[config.mk]
export PLATFORM = sky130hd
export DESIGN_NAME = pipelined_adder_tree_acc
export DESIGN_NICKNAME = d
export VERILOG_FILES = /design/src/rtl/adder_tree_pkg.sv /design/src/rtl/pipelined_adder_tree_acc_level.sv /design/src/rtl/pipelined_adder_tree_acc.sv
export SDC_FILE = /design/constraint.sdc
export NUM_CORES = 1
export LEC_CHECK = 0
export CAP_MARGIN = 25
export CORE_MARGIN = 2
export CORE_UTILIZATION = 40
export CTS_BUF_LIST = sky130_fd_sc_hd__clkbuf_16
export CTS_CLUSTER_DIAMETER = 50
export DETAILED_ROUTE_END_ITERATION = 6
export SYNTH_ARGS = -nofsm -noshare
export SYNTH_HDL_FRONTEND = slang
export SYNTH_HIERARCHICAL = 1
export SYNTH_SLANG_ARGS = --single-unit
[constraint.sdc]
create_clock -name clk -period 4.4 [get_ports clk]
set_input_delay 0.44 -clock clk [delete_from_list [all_inputs] [get_ports clk]]
set_output_delay 0.44 -clock clk [all_outputs]
set_load 0.01 [all_outputs]
[src/rtl/adder_tree_pkg.sv]
// Shared helpers for the pipelined adder tree: level sizing and output
// conditioning (arithmetic scale, then clamp or wrap).
package adder_tree_pkg;

    // Widest accumulator value the output conditioning accepts.
    localparam int SCALE_MAX_W = 64;

    function automatic int tree_stages(input int n);
        return $clog2(n);
    endfunction

    // Output width of tree level l (level 0 takes IN_WIDTH-wide operands).
    function automatic int level_width(input int in_w, input int l);
        return in_w + l + 1;
    endfunction

    // Returns {sat, y}; the caller keeps the low OUT_WIDTH bits of y.
    function automatic logic [SCALE_MAX_W:0] scale_sat(
        input logic signed [SCALE_MAX_W-1:0] x,
        input int                            scale,
        input int                            out_w,
        input bit                            saturate
    );
        logic signed [SCALE_MAX_W-1:0] y;
        logic signed [SCALE_MAX_W-1:0] hi;
        logic signed [SCALE_MAX_W-1:0] lo;
        logic                          sat;
        y   = x >>> scale;
        hi  = (64'sd1 <<< (out_w - 1)) - 64'sd1;
        lo  = -hi - 64'sd1;
        sat = 1'b0;
        if (saturate) begin
            if (y > hi) begin
                y   = hi;
                sat = 1'b1;
            end else if (y < lo) begin
                y   = lo;
                sat = 1'b1;
            end
        end
        return {sat, y};
    endfunction

endpackage

[src/rtl/pipelined_adder_tree_acc_level.sv]
// One registered reduction level: N signed operands of width W become N/2
// operands of width W+1. Flags ride along; everything holds while en=0.
module adder_tree_level
    import adder_tree_pkg::*;
#(
    parameter int N = 4,
    parameter int W = 16
) (
    input  logic                            clk,
    input  logic                            rst,
    input  logic                            en,
    input  logic                            in_valid,
    input  logic                            in_first,
    input  logic                            in_last,
    input  logic [N*W-1:0]                  in_data,
    output logic                            out_valid,
    output logic                            out_first,
    output logic                            out_last,
    output logic [(N/2)*level_width(W,0)-1:0] out_data
);

    localparam int WO = level_width(W, 0);

    logic [(N/2)*WO-1:0] sum;

    always_comb begin
        sum = '0;
        for (int k = 0; k < N/2; k++) begin
            sum[k*WO +: WO] = WO'($signed(in_data[(2*k)*W +: W]))
                            + WO'($signed(in_data[(2*k+1)*W +: W]));
        end
    end

    always_ff @(posedge clk) begin
        if (rst) begin
            out_valid <= 1'b0;
            out_first <= 1'b0;
            out_last  <= 1'b0;
            out_data  <= '0;
        end else if (en) begin
            out_valid <= in_valid;
            out_first <= in_first;
            out_last  <= in_last;
            out_data  <= sum;
        end
    end

endmodule

[src/rtl/pipelined_adder_tree_acc.sv]
// N-operand pipelined signed adder tree feeding a running-sum accumulator
// with scaled, saturating (or wrapping) output and valid/ready on both sides.
module pipelined_adder_tree_acc
    import adder_tree_pkg::*;
#(
    parameter int N_IN      = 4,
    parameter int IN_WIDTH  = 16,
    parameter int ACC_GUARD = 8,
    parameter int ACC_WIDTH = IN_WIDTH + $clog2(N_IN) + ACC_GUARD,
    parameter int OUT_WIDTH = 16,
    parameter int OUT_SCALE = 0,
    parameter int SATURATE  = 1
) (
    input  logic                     clk,
    input  logic                     rst,
    input  logic                     in_valid,
    output logic                     in_ready,
    input  logic [N_IN*IN_WIDTH-1:0] in_data,
    input  logic                     in_first,
    input  logic                     in_last,
    output logic                     out_valid,
    input  logic                     out_ready,
    output logic [OUT_WIDTH-1:0]     out_data,
    output logic                     out_sat
);

    localparam int STAGES = tree_stages(N_IN);
    localparam int SUM_W  = IN_WIDTH + STAGES;

    logic                        adv;
    logic [STAGES:0]             stg_v;
    logic [STAGES:0]             stg_f;
    logic [STAGES:0]             stg_l;
    logic [SUM_W-1:0]            tree_sum;
    logic signed [ACC_WIDTH-1:0] acc;
    logic signed [ACC_WIDTH-1:0] sum_ext;
    logic signed [ACC_WIDTH-1:0] acc_next;
    logic [SCALE_MAX_W:0]        cond;

    // One global advance: the whole pipe stalls together, bubbles included.
    assign adv      = !out_valid || out_ready;
    assign in_ready = adv;

    assign stg_v[0] = in_valid;
    assign stg_f[0] = in_first;
    assign stg_l[0] = in_last;

    for (genvar l = 0; l < STAGES; l++) begin : g_lvl
        localparam int NI = N_IN >> l;
        localparam int WI = IN_WIDTH + l;
        localparam int WO = level_width(IN_WIDTH, l);

        logic [NI*WI-1:0]       lvl_in;
        logic [(NI/2)*WO-1:0]   lvl_out;

        if (l == 0) begin : g_src
            assign lvl_in = in_data;
        end else begin : g_src
            assign lvl_in = g_lvl[l-1].lvl_out;
        end

        adder_tree_level #(
            .N (NI),
            .W (WI)
        ) u_level (
            .clk       (clk),
            .rst       (rst),
            .en        (adv),
            .in_valid  (stg_v[l]),
            .in_first  (stg_f[l]),
            .in_last   (stg_l[l]),
            .in_data   (lvl_in),
            .out_valid (stg_v[l+1]),
            .out_first (stg_f[l+1]),
            .out_last  (stg_l[l+1]),
            .out_data  (lvl_out)
        );
    end

    assign tree_sum = g_lvl[STAGES-1].lvl_out;

    always_comb begin
        sum_ext  = ACC_WIDTH'($signed(tree_sum));
        acc_next = stg_f[STAGES] ? sum_ext : acc + sum_ext;
        cond     = scale_sat(SCALE_MAX_W'(acc_next), OUT_SCALE, OUT_WIDTH, SATURATE != 0);
    end

    always_ff @(posedge clk) begin
        if (rst) begin
            acc       <= '0;
            out_valid <= 1'b0;
            out_data  <= '0;
            out_sat   <= 1'b0;
        end else if (adv) begin
            if (stg_v[STAGES]) begin
                if (stg_l[STAGES]) begin
                    out_data  <= cond[OUT_WIDTH-1:0];
                    out_sat   <= cond[SCALE_MAX_W];
                    out_valid <= 1'b1;
                    acc       <= '0;
                end else begin
                    acc <= acc_next;
                    if (out_ready) out_valid <= 1'b0;
                end
            end else if (out_ready) begin
                out_valid <= 1'b0;
            end
        end
    end

endmodule

* After elaboration in Yosys (flattened, before gate mapping) *
Cells that the tools add are included.

storage, ports and cells
  flip-flop bits (word level) = 102
  output and inout port bits = 19
  logic and storage cells = 31
  input port bits = 70

cells by class
  $add $sub $neg = 4
  order comparisons = 2
  reductions and logical operators = 4
  multiplexer cells = 9

operators by type and width
  cell                                                                                number
  26-bit two-way mux                                                                  2
  16-bit by 16-bit adder with 17-bit output                                           2
  16-bit two-way mux                                                                  2
  26-bit by 18-bit adder with 26-bit output                                           1
  26-bit by 16-bit greater-than comparator with 1-bit output (second input constant)  1
  26-bit by 16-bit less-than comparator with 1-bit output (second input constant)     1
  17-bit by 17-bit adder with 18-bit output                                           1
  1-bit two-way mux                                                                   5
  3-bit AND reduction                                                                 1
  2-bit AND reduction                                                                 1
  1-bit zero test                                                                     1
  1-bit logical OR                                                                    1

* Longest topological paths before layout *
Gate-level depths: netlist (run 1).

  depth in word-level cells = 5
  mapped depth = 13
  gate-level depth less buffers = 12

* Cells and area by module *
Netlist (run 1), hierarchy kept.

by module, submodules not included
  module                               seq. area each (um^2)  area each (um^2)  instances  cells an instance
  pipelined_adder_tree_acc             880.8                  3,772.4           1          480
  adder_tree_level (g_lvl[0].u_level)  740.7                  2,782.7           1          338
  adder_tree_level (g_lvl[1].u_level)  420.4                  1,550.2           1          189

* Least setup slack after synthesis (run 1) *
OpenSTA, ideal clock, no wires.

  path kind = reg-to-reg
  from = register g_lvl[1].u_level.out_data[0]
  to = register out_data[5] (netlist name)
  path slack = 1,344 ps
  arrival = 2,926 ps
  data required time = 4,270 ps
  path buffers = 1
  stages on the path, launching flop included = 14
  period minus slack after synthesis = 3,056 ps
  library setup time = 130 ps
  cell sequence = dfxtp_1 > ha_1 > inv_1 > fa_1 > nand2b_1 > a21o_1 > a211o_1 > a21oi_1 > o2111ai_1 > a211oi_2 > a31oi_1 > nor3_4 > buf_6 > o32ai_2

RTL lines
  item                    RTL line                              source
  from (decl)             pipelined_adder_tree_acc_level.sv:19  output logic [(N/2)*level_width(W,0)-1:0] out_data
  from (signal assigned)  pipelined_adder_tree_acc_level.sv:44  out_data <= sum;

==> qor.csv, run 1 <==
metric,value,unit
hold_viol,0,
synth_top_family_by_area,compound AO/OA/AOI/OAI gates,
yosysSeqAreaShare,0.252,
clkLatencyLatePin,360,ps
fillers,2037,
status,"finished, final reports clean",
drt_first_pass_iters,4,
viasPerCell,5.68,
drc,0,
pwr_density_cell,306,nW/um^2
syn_inst,1007,
area_growth,17.7,%
finalClockSkew,13.7,ps
syn_nets,1155,
tightest_slew,941,ps
cts_tree,done,
final.setup.tns,0,ps
p_leak,3.95,nW
setup_viol,0,
synth_compound_area_frac,0.302,
synth_area_per_cell,8.05,um^2
drt-total-wl,22400,um
yosys_warnings,6,
ys_ff_latch,102,
hpwl,17100,um
vias,7673,
fmax,276,MHz
muxShareOfSynthArea,0.0451,
worstHoldPathType,flip-flop to flip-flop,
grt_max_degree,45,
grt_pass1_vias,7196,
cts_resized,0,
grt_pass1_wl,36700,um
antenna-diode-count,0,
startpoint,g_lvl[1].u_level/out_data[17],
startpoint_type,flip-flop,
synthSimpleGateAreaFrac,0.197,
clockBufferDepth,2,
die_h,146,um
antenna_found_initial,0,
place_inst,1337,
gp_congestion,0.922,
crit_arrival,3830,ps
drive_gt1_frac,0.0647,
min_from,g_lvl[0].u_level/out_data[14],
synth_xor_xnor_area_share,0.0431,
grt.overflow.total,0,
netlist_area,8110,um^2
fin_nets,1226,
worst_ir_drop_vdd,0.000240,V
drv_slew,0,
start_util,0.404,
die_w,146,um
critical_path_class,flip-flop to flip-flop,
dieArea,21400,um^2
synth_flop_cell,dfxtp_1,
async_flop_share,0,
fin_crit_sh,0.824,
io-pin-count,89,
crit_fanout,16,
finalCriticalPeriod,3630,ps
placeableCoreArea,20000,um^2
ys_types,90,
cts_hold_buf,0,
synth_edf_count,0,
grt_usage,0.208,
drt.antenna.violating_nets,0,
cts_buffers,9,
synth_fa_ha_area_frac,0.124,
cp.required,4600,ps
port_buffers,88,
root_buffer,clkbuf_16,
finalPower,2.92,mW
rsz0062_at_grt,no,
reg2reg_from,g_lvl[1].u_level/out_data[17],
final_cell_count_no_fill,1352,
cts.sinks,102,
postCtsSetupBuffers,0,
rows,52,
path_clk_slew,70,ps
htree_levels,3,
drt-initial-drc-count,444,
drv_cap,0,
endpoint_kind,flip-flop,
wl_per_cell,16.6,um
slew_headroom,0.370,
-- path summary, 6_finish.rpt --
path,end,slack [ps],cells after the start
setup / recovery,out_data[2],770,9
hold / removal,g_lvl[0].u_level/out_data[14],460,2
setup reg to reg,out_data[2],770,9
hold reg to reg,g_lvl[0].u_level/out_data[14],460,2
-- metrics by stage --
step	utilization	hold WS (ps)	worst slack (ps)	cell area (um^2)
after floorplan	-	427	1340	8110
after global placement	0.461	441	895	9240
after detailed placement	0.461	451	843	9240
after CTS	0.476	462	823	9540
after global routing	0.476	493	483	9540
final	0.476	465	775	9540
-- synth_stat cells, drive strengths merged (10+ instances only) --
| cell type | number | area (um^2) |
|---|---|---|
| a211o | 10 | 88.8 |
| a211oi | 21 | 178 |
| a21o | 21 | 159 |
| a21oi | 91 | 459 |
| a22oi | 10 | 75.1 |
| a31oi | 12 | 96.3 |
| buf | 16 | 88.8 |
| clkbuf | 27 | 104 |
| dfxtp | 102 | 2040 |
| ha | 74 | 926 |
| inv | 27 | 101 |
| mux2i | 35 | 354 |
| nand2 | 82 | 308 |
| nand2b | 14 | 87.6 |
| nand3 | 26 | 130 |
| nand4 | 20 | 131 |
| nor2 | 121 | 457 |
| nor2b | 11 | 68.8 |
| nor3 | 22 | 126 |
| o211ai | 12 | 95.1 |
| o21a | 12 | 90.1 |
| o21ai | 51 | 259 |
| o21bai | 34 | 255 |
| o32ai | 15 | 199 |
| xnor2 | 21 | 184 |
| xor2 | 18 | 165 |
-- metal layers --
metal,share of wire,global-route usage,vias to the layer above,wire (um)
met5,0,0,-,0
met4,0.027,0.0704,0,601
met3,0.033,0.0284,29,744
met2,0.46,0.340,174,10300
met1,0.48,0.283,3570,10700
li1,-,-,3900,-
-- final cells by class --
| cell class | count | area [um^2] | area share |
|---|---|---|---|
| flip-flops and latches | 102 | 2040 | 0.214 |
| well taps | 270 | 338 | 0.0354 |
| clock inverters | 6 | 71.3 | 0.00748 |
| inverters | 29 | 109 | 0.0114 |
| clock buffers | 9 | 225 | 0.0236 |
| multi-input cells | 833 | 5760 | 0.604 |
| repair buffers | 103 | 988 | 0.104 |
-- cell usage in the layout (no fill, tap or decap), drive strengths merged, types with 4 or more instances in the layout --
cell	synthesis	routed
nor2	121	121
dfxtp	102	102
a21oi	91	91
clkdlybuf4s50	0	87
nand2	82	82
ha	74	74
o21ai	51	51
mux2i	35	35
o21bai	34	34
inv	27	29
nand3	26	26
nor3	22	22
xnor2	21	21
a21o	21	21
a211oi	21	21
nand4	20	20
xor2	18	18
buf	16	16
o32ai	15	15
nand2b	14	14
o21a	12	12
o211ai	12	12
a31oi	12	12
nor2b	11	11
a22oi	10	10
a211o	10	10
clkbuf	27	9
o31a	7	7
or3	6	6
o22ai	6	6
and3	6	6
o221ai	5	5
o311ai	5	5
and2	4	4
nand4b	4	4
fa	4	4
clkinv	2	4
-- report_power, final --
part / switching (mW) / internal [mW] / total [mW]
registers: 0.0756 / 1.01 / 1.09
clock network: 0.374 / 0.444 / 0.818
logic: 0.579 / 0.431 / 1.01
total: 1.03 / 1.89 / 2.92
-- state kept, by name, indices dropped and copies added, names as in the netlist --
name	cells
g_lvl.u_level/out_last	2
out_sat	1
out_data	16
g_lvl.u_level/out_data	52
g_lvl.u_level/out_first	2
g_lvl.u_level/out_valid	2
acc	26
out_valid	1
-- cell families (layout without fill, tap and decap cells) --
kind of cell	count (synthesis)	count (layout)
compound gates	345	345
xor+xnor	39	39
fa+ha+maj	78	78
buf+inv	72	147
flops	102	102
mux	36	36
simple gates	335	335
-- critical path, cell delays in order, from the launching register on --
cell	delay, ps
dfxtp_1	710
ha_1	440
a21oi_1	260
o211ai_1	130
a21boi_0	400
a2111oi_0	210
nor3_1	390
nor2_2	100
a31oi_4	640
o32ai_1	190
No activity file was read; power rests on OpenSTA's default activity.
==> inputs of run 2 (changes only) <==
==> constraint.sdc (replaced) <==
create_clock -name clk -period 3.3 [get_ports clk]
set_input_delay 0.33 -clock clk [delete_from_list [all_inputs] [get_ports clk]]
set_output_delay 0.33 -clock clk [all_outputs]
set_load 0.01 [all_outputs]
==> run 2 against run 1 <==
Effect of this change:
- clock-buffer cell count did not move
- sequential share of layout area fell by 0.68 points
- via count rose by 2.1%
- clock power rose by 39%
- utilization rose by 1.6 points
- worst hold slack got worse by 85 ps
- critical path depth rose by 2
- die area did not move
- worst setup slack got worse by 610 ps
- total power rose by 38%
- sequential power rose by 32%
- critical endpoint is now out_data[1]
- highest routed layer unchanged
==> qor.csv, run 2 (synthesized netlist as in run 1, its figures left out) <==
metric,value,unit,change
worst_ir_drop_vdd,0.000257,V,+7.2%
cp.required,3560,ps,-1040 ps
wl_per_cell,16.5,um,-0.11%
top_register,g_lvl.u_level/out_data,,
antenna-diode-count,0,,unchanged
cts_tree,done,,
start_util,0.404,,unchanged
clkLatencyLatePin,350,ps,about the same
pwr_density_cell,409,nW/um^2,+34%
status,"finished, final reports clean",,
cp_slowest_cell,dfxtp_1,,
place_inst,1363,,+1.9%
layout_common_cells,"120 x nor2_1, 101 x dfxtp_1, 87 x a21oi_1, 87 x clkdlybuf4s50_1, 82 x nand2_1",,
clockBufferDepth,2,,unchanged
finalClockSkew,11.7,ps,-2.06 ps
final_common_cell,nor2_1,,
p_leak,4.13,nW,+4.7%
drt-initial-drc-count,506,,+14%
slew_headroom,0.373,,+0.00328
setup_viol,0,,unchanged
vias,7837,,+2.1%
reg2reg_to,out_data[1],,
drv_cap,0,,unchanged
root_buffer,clkbuf_16,,
startpoint_type,flip-flop,,
rrSetupSlack,160,ps,-610 ps
grt_pass1_wl,37300,um,+1.7%
die_h,146,um,unchanged
grt_usage,0.212,,+0.00421
startpoint,g_lvl[1].u_level/out_data[17],,
cp_slowest_stage_delay,450,ps,-260 ps
dieArea,21400,um^2,unchanged
gp_congestion,0.937,,+1.6%
io-pin-count,89,,unchanged
tightest_slew,936,ps,-4.91 ps
die_w,146,um,unchanged
crit_arrival,3390,ps,-440 ps
worst-r2r-cell-count,11,,+2
viasPerCell,5.68,,about the same
reg2reg_from,g_lvl[1].u_level/out_data[17],,
grt.overflow.total,0,,unchanged
reg_top3,"g_lvl.u_level/out_data (52), acc (26), out_data (16)",,
area_growth,21.6,%,
largest_register_ffs,52,,unchanged
drt.antenna.violating_nets,0,,unchanged
fmax,319,MHz,+16%
fin_crit_sh,0.951,,+0.127
drc,0,,unchanged
cts_hold_buf,0,,unchanged
endpoint,out_data[1],,
rows,52,,unchanged
drv_slew,0,,unchanged
path_cells,ha_1 -> nand2_1 -> o21ai_1 -> or3b_1 -> a221o_1 -> o21a_1 -> o31a_1 -> nor2_2 -> a31oi_4 -> buf_4 -> o32ai_1,,
placeableCoreArea,20000,um^2,unchanged
fin_nets,1253,,+2.2%
drt_first_pass_iters,4,,unchanged
final.setup.tns,0,ps,unchanged
drive_gt1_frac,0.0964,,+0.0317
endpoint_kind,flip-flop,,
grt_max_degree,48,,+6.7%
hpwl,17700,um,+3.5%
cts.sinks,102,,unchanged
hold_viol,0,,unchanged
port_buffers,88,,unchanged
final_cell_count_no_fill,1380,,+2.1%
crit_fanout,10,,-6
path_clk_slew,70,ps,about the same
worstHoldPathType,input pin to flip-flop,,
critical_path_class,flip-flop to flip-flop,,
min_from,rst,,
htree_levels,3,,unchanged
drt-total-wl,22800,um,+2.0%
fin_hold_ws,380,ps,-85.0 ps
cts_buffers,9,,unchanged
finalCriticalPeriod,3140,ps,-488 ps
antenna_found_initial,0,,unchanged
grt_pass1_vias,7347,,+2.1%
==> run 2: final cells by class <==
class                   count  area, um^2
well taps                 270         338
inverters                  29         109
clock inverters             7        88.8
repair buffers            130        1230
clock buffers               9         225
fillers                  2020       10200
flip-flops and latches    102        2040
multi-input cells         833        5820
==> run 2: stage by stage <==
step | worst slack [ps] | util | cell area (um^2) | total power, mW
floorplan | 244 | - | 8110 | 2.43
global placement | 186 | 0.473 | 9470 | 2.88
detailed placement | 63.2 | 0.473 | 9470 | 2.89
CTS | 63.3 | 0.488 | 9790 | 4.04
global route | -15.0 | 0.492 | 9860 | 4.28
finish | 163 | 0.492 | 9860 | 4.03
==> run 2: critical path: cells and delay by family (launching register included) <==
family | cells | cell delay (ps)
flops | 1 | 450
fa+ha+maj | 1 | 390
buf+inv | 1 | 180
simple gates | 3 | 680
compound gates | 6 | 1330
==> run 2: worst min path at each step <==
stage | to | slack [ps] | depth (start not counted)
after floorplan | g_lvl[0].u_level/out_data[14] | 430 | 2
after global placement | g_lvl[0].u_level/out_data[14] | 440 | 2
after detailed placement | g_lvl[0].u_level/out_data[14] | 440 | 2
after CTS | acc[4] | 380 | 2
after global routing | acc[16] | 400 | 2
final | g_lvl[1].u_level/out_data[3] | 380 | 2
==> run 2: power breakdown <==
part           total [mW]  internal (mW)  switching, mW  leakage (nW)
Sequential           1.44           1.35         0.0893         0.838
Combinational        1.45          0.639          0.808          3.13
Clock                1.14          0.663          0.477         0.160
Total                4.03           2.65           1.38          4.13
==> run 2: metal layers <==
| metal | global-route usage | wire length [um] | share of wire |
|---|---|---|---|
| met1 | 0.289 | 10900 | 0.48 |
| met2 | 0.346 | 10500 | 0.46 |
| met3 | 0.0313 | 843 | 0.037 |
| met4 | 0.0689 | 539 | 0.024 |
| met5 | 0 | 0 | 0 |
==> run 2: repair_timing <==
item / CTS / global route
resized for setup: 0 / 17
endpoints found under the setup margin: 0 / 17
buffers inserted: 0 / 1
